$ cat src/rtl/seq_detect_param.sv
// rtl/seq_detect_param.sv - parametrised serial pattern detector with saturating hit counter
//
// Purpose:
//   Watches a single-bit serial stream (MSB of the pattern first) and raises a
//   registered Moore flag for one cycle each time the last PAT_W qualified bits
//   equal the programmed pattern. Detection can be overlapping or
//   non-overlapping, selected per cycle. A saturating counter tallies hits.
//
// Optional feature (macro SEQ_DET_MASK_EN):
//   Adds input pat_mask, captured on cfg_load. Bits with mask 0 are don't-care
//   in the compare. Without the macro the port is absent and every bit counts.
//
// Parameters:
//   PAT_W    pattern length in bits (2..32)
//   CNT_W    hit counter width
//   RST_PAT  pattern held after reset
//
// Ports:
//   clk       in   rising-edge clock
//   rst_n     in   asynchronous active-low reset
//   x         in   serial data bit
//   x_valid   in   x is sampled only when 1
//   overlap   in   1 = overlapping detection, 0 = non-overlapping
//   pat       in   new pattern, captured on cfg_load
//   pat_mask  in   compare mask, captured on cfg_load (SEQ_DET_MASK_EN only)
//   cfg_load  in   load pattern and flush history
//   clear     in   flush history, flag and counter
//   y         out  registered match flag, one cycle per hit
//   hit_cnt   out  saturating hit count
//   armed     out  history holds PAT_W valid bits

module seq_detect_param #(
    parameter int                    PAT_W   = 4,
    parameter int                    CNT_W   = 8,
    parameter logic [PAT_W-1:0]      RST_PAT = PAT_W'(4'b1011)
) (
    input  logic             clk,
    input  logic             rst_n,
    input  logic             x,
    input  logic             x_valid,
    input  logic             overlap,
    input  logic [PAT_W-1:0] pat,
`ifdef SEQ_DET_MASK_EN
    input  logic [PAT_W-1:0] pat_mask,
`endif
    input  logic             cfg_load,
    input  logic             clear,
    output logic             y,
    output logic [CNT_W-1:0] hit_cnt,
    output logic             armed
);

    localparam int               FILL_W    = $clog2(PAT_W + 1);
    localparam logic [FILL_W-1:0] FILL_FULL = FILL_W'(PAT_W);

    // The fill counter is the real state; the enum mirrors it so armed comes
    // straight from a flop rather than a compare on fill_q.
    typedef enum logic {
        S_FILLING = 1'b0,
        S_ARMED   = 1'b1
    } state_t;

    logic [PAT_W-1:0]  hist_q;
    logic [FILL_W-1:0] fill_q;
    state_t            state_q;
    logic              y_q;
    logic [CNT_W-1:0]  cnt_q;
    logic [PAT_W-1:0]  pat_q;
`ifdef SEQ_DET_MASK_EN
    logic [PAT_W-1:0]  mask_q;
`endif

    logic [PAT_W-1:0]  hist_n;
    logic [FILL_W-1:0] fill_inc;
    logic [FILL_W-1:0] fill_n;
    logic              bits_eq;
    logic              match;
    logic              cnt_sat;

    always_comb begin
        hist_n   = {hist_q[PAT_W-2:0], x};
        fill_inc = (fill_q == FILL_FULL) ? FILL_FULL : fill_q + FILL_W'(1);
`ifdef SEQ_DET_MASK_EN
        bits_eq  = (((hist_n ^ pat_q) & mask_q) == '0);
`else
        bits_eq  = (hist_n == pat_q);
`endif
        // Requiring a full history stops an all-zero pattern from matching the
        // zeros left in hist after reset/flush.
        match    = (fill_inc == FILL_FULL) && bits_eq;
        // Non-overlap restarts filling after a hit so the next hit needs
        // PAT_W fresh bits; overlap keeps the window full.
        fill_n   = (match && !overlap) ? '0 : fill_inc;
        cnt_sat  = &cnt_q;
    end

    always_ff @(posedge clk or negedge rst_n) begin
        if (!rst_n) begin
            hist_q  <= '0;
            fill_q  <= '0;
            state_q <= S_FILLING;
            y_q     <= 1'b0;
            cnt_q   <= '0;
            pat_q   <= RST_PAT;
`ifdef SEQ_DET_MASK_EN
            mask_q  <= '1;
`endif
        end else if (clear) begin
            hist_q  <= '0;
            fill_q  <= '0;
            state_q <= S_FILLING;
            y_q     <= 1'b0;
            cnt_q   <= '0;
        end else if (cfg_load) begin
            pat_q   <= pat;
`ifdef SEQ_DET_MASK_EN
            mask_q  <= pat_mask;
`endif
            hist_q  <= '0;
            fill_q  <= '0;
            state_q <= S_FILLING;
            y_q     <= 1'b0;
        end else if (x_valid) begin
            hist_q  <= hist_n;
            fill_q  <= fill_n;
            state_q <= (fill_n == FILL_FULL) ? S_ARMED : S_FILLING;
            y_q     <= match;
            if (match && !cnt_sat) begin
                cnt_q <= cnt_q + CNT_W'(1);
            end
        end else begin
            // Idle cycles keep the partial match; only the pulse drops.
            y_q <= 1'b0;
        end
    end

    assign y       = y_q;
    assign hit_cnt = cnt_q;
    assign armed   = (state_q == S_ARMED);

endmodule

$ cat config.mk
export PLATFORM = sky130hd
export DESIGN_NAME = seq_detect_param
export DESIGN_NICKNAME = d
export VERILOG_FILES = /design/src/rtl/seq_detect_param.sv
export SDC_FILE = /design/constraint.sdc
export NUM_CORES = 1
export LEC_CHECK = 0
export CORE_AREA = 3 3 53 55
export DETAILED_ROUTE_END_ITERATION = 8
export DIE_AREA = 0 0 56 58
export HOLD_SLACK_MARGIN = 0.12
export PLACE_DENSITY = 0.76
export SLEW_MARGIN = 20
export SYNTH_ARGS = -nofsm -noshare
export SYNTH_HDL_FRONTEND = slang
export SYNTH_SLANG_ARGS = --single-unit
$ cat constraint.sdc
create_clock -name clk -period 1.75 [get_ports clk]
set_input_delay 0.175 -clock clk [delete_from_list [all_inputs] [get_ports clk]]
set_output_delay 0.175 -clock clk [all_outputs]
set_load 0.005 [all_outputs]
==> results.txt <==
Worst-case clock skew: 6.40 ps
Min-delay worst type: input port to asynchronous set/reset pin
Die height: 58 microns
Synth warn: 0
Post-DP Area: 1390 sq um
Remaining design rule violation count: 0
Area contributors post-synth: dfrtp_1 (41%), dfstp_2 (7.6%), mux2_2 (5.4%), xor2_1 (5.1%), mux2i_1 (4.8%)
Data arrival time of the worst path: 2170 ps
Post-route ant nets: 0
Filler cells: 213
Total detailed-routing wirelength: 2300 microns
Number of detailed-route iterations in the first pass: 4
TritonCTS Buffers: 3
Final layout net count: 156
Maximum fanout along the worst path: 6
Total met2 wirelength after detailed routing: 1240 microns
Standard cell core area: 2430 sq um
Final worst-path cycle share: 1.11
Full die area: 3250 sq um
Combined area of the multi-input logic cells: 582 sq um
Count of hold-fix buffers inserted at cts: 0
Area share of the largest cell type after synthesis: 0.409
IO Port Bufs: 20
Clk pin slew, worst setup/hold paths: 110 ps
FP Rows: 18
Min setup slack post-route: -190 ps
Status: finished, violations left
Gp weighted congestion: 0.789
Relative slew slack: 0.775
Global-route wire length before repair: 3770 microns
Number of antenna violations at the first check in global routing: 0
DR iter-0 viols: 9
Maximum number of buffers from clock root to sink: 2
Cell type contributing the most total cell area after synthesis: dfrtp_1
CTS HTree Levels: 1
Number of top-level design ports: 21
Register cell area after layout: 504 sq um
All-Layer GR Usage: 0.146
RSZ-0062 raised after global routing: yes
Maximum vdd drop: 0.561 mV
Total via count after detailed routing: 872
Slew @ Worst Pin: 336 ps
Initial standard-cell utilization of the core: 0.427
Final Instance Area: 1540 sq um
Die Wd: 56 microns
Final Hold Fails: 0
Flip-flop and latch count after synthesis: 20
Fraction of synthesis flops using an asynchronous set or reset pin: 1.00
Required time reported for the critical path endpoint: 1980 ps
Buffer cell driving the clock tree root: clkbuf_4
Failing checks: negative setup slack
Count of mapped cells out of synthesis: 101
Post-synthesis instance area: 1040 sq um
Number of global-route vias before repair: 887
Count of max-cap constraint violations: 0
Half-perimeter wire length of the detailed placement result: 1740 microns
Count of inserted antenna diode cells: 0
Clock latency on the worst-skew pair: 290 ps
Net count of the mapped netlist: 115
Maximum number of pins on one net before global-route repair: 21
End-of-flow core utilization: 0.633
Average wire per cell in the routed design: 13.4 microns
Share of post-route cells with drive strength above 1: 0.340
Final Setup Violations: 6
Uppermost metal layer occupied by signal nets: met4
Fin. max-slew vios: 0
Area added between synthesis and finish: 48.1%
Syn_area_per_cell: 10.3 sq um
Final global-route overflow total: 0
Kind of critical path: flop to flop
Max Freq: 515 MHz
Leakage power total: 0.677 nW
TritonCTS clock tree: yes
Type of destination of the critical path: flop
WL met1: 966 microns
Fraction of the yosys area taken by sequential cells: 0.485
Total met3 wirelength after detailed routing: 66 microns
Crit start category: flop
Number of distinct library cell variants in the gate-level netlist after synthesis: 27
Count of clock tree sinks: 20
Post-DR vias/cell: 5.10
Final critical-path required period: 1940 ps
Power density normalized to cell area: 570 nW/um^2
EDFF count, synth: 0
Ys flop type: dfrtp_1
synth_stat cells (2+ instances only):
cell type	count
inv_1	6
nand3_1	3
o31ai_1	2
nor2b_1	4
a21oi_1	7
mux2i_1	5
nand2_1	8
dfstp_2	3
o21ai_0	3
xor2_1	6
mux2_2	5
dfrtp_1	17
nor2_1	10
clkbuf_1	3
or4_1	3
ha_1	3
or3_1	3
cell type report:
class,count,area share
Multi-Input combinational cell,71,0.378
Sequential cell,20,0.327
Timing Repair Buffer,40,0.232
Tap cell,30,0.0244
Clock buffer,4,0.0236
Inverter,6,0.0146
sequential cells by signal, summed over array words and instances, names as in the netlist:
signal / cells
armed: 1
fill_q: 3
hist_q: 3
pat_q: 4
y: 1
hit_cnt: 8
where the power goes:
part	switching, W	internal [W]	total (W)	leakage (nW)
Clock	0.000129	0.000126	0.000256	0.0210
Combinational	0.0000554	0.0000685	0.000124	0.390
Sequential	0.0000123	0.000486	0.000498	0.266
Total	0.000197	0.000681	0.000878	0.677
per-layer routing:
layer / vias up / GRT usage
met3: 4 / 0.0245
met2: 17 / 0.264
met4: 0 / 0.0407
li1: 431 / -
met1: 420 / 0.181
met5: - / 0
worst max-delay path, stage by stage (launching register included):
cell	delay [ps]
dfrtp_1	420
inv_2	90
ha_4	210
nor2b_4	120
a2bb2oi_2	60
nand3b_1	270
or4_4	570
a21oi_2	130
timing repair:
item | CTS | global route
endpoints found under the setup margin | 8 | 8
buffers inserted | 3 | 1
pin swaps | 7 | 4
gates cloned | 0 | 0
resized for setup | 10 | 9
metrics by stage:
stage          total power [W]  hold WS [ps]  setup WS (ps)  instances  TNS, ps
2_1_floorplan         0.000568          -121        0.00855        101        0
3_3_place_gp          0.000620           505           -166        163     -688
3_5_place_dp          0.000624           535           -208        163     -981
4_1_cts               0.000892           206           -123        170     -535
5_1_grt               0.000929           219           -281        171    -1440
6_report              0.000878           206           -190        171     -720
worst paths after layout:
| kind | depth (start not counted) | slack, ps | start | to |
|---|---|---|---|---|
| max | 7 | -190 | fill_q[0] | hit_cnt[5] |
| min | 2 | 210 | rst_n | hit_cnt[4] |
| max reg2reg | 7 | -190 | fill_q[0] | hit_cnt[5] |
| min reg2reg | 2 | 560 | armed | armed |
| max in group asynchronous | 2 | 1270 | rst_n | pat_q[0] |
| min in group clk | 3 | 480 | overlap | fill_q[2] |
logic make-up after synthesis:
group,Yosys count,synth area share
buf+inv,10,0.0373
mux,10,0.102
xor+xnor,6,0.0505
simple gates,35,0.183
flops,20,0.485
compound gates,17,0.106
fa+ha+maj,3,0.0361
cells in the final DEF (no fill, tap or decap):
cell type,n
nand2_1,8
a41o_1,1
or2_2,1
a21oi_2,2
buf_4,18
nand3_4,1
o21ai_0,2
inv_2,2
xor2_1,5
inv_1,4
nor4_4,1
and3_1,1
buf_6,2
nand3_1,2
ha_2,1
or3_1,3
nand3b_1,1
a311oi_1,1
or4_1,2
mux2_2,5
o311a_1,1
o31ai_1,1
nor2b_4,2
a2bb2oi_2,1
clkbuf_4,3
clkdlybuf4s50_1,20
dfrtp_1,17
nor2b_1,2
ha_4,2
o21ai_1,1
a21oi_1,5
or4_4,1
nor2_1,10
clkbuf_8,1
dfstp_2,3
xor2_2,1
a211oi_1,1
mux2i_1,5
o31ai_2,1
Power figures use the tool's default switching activity.
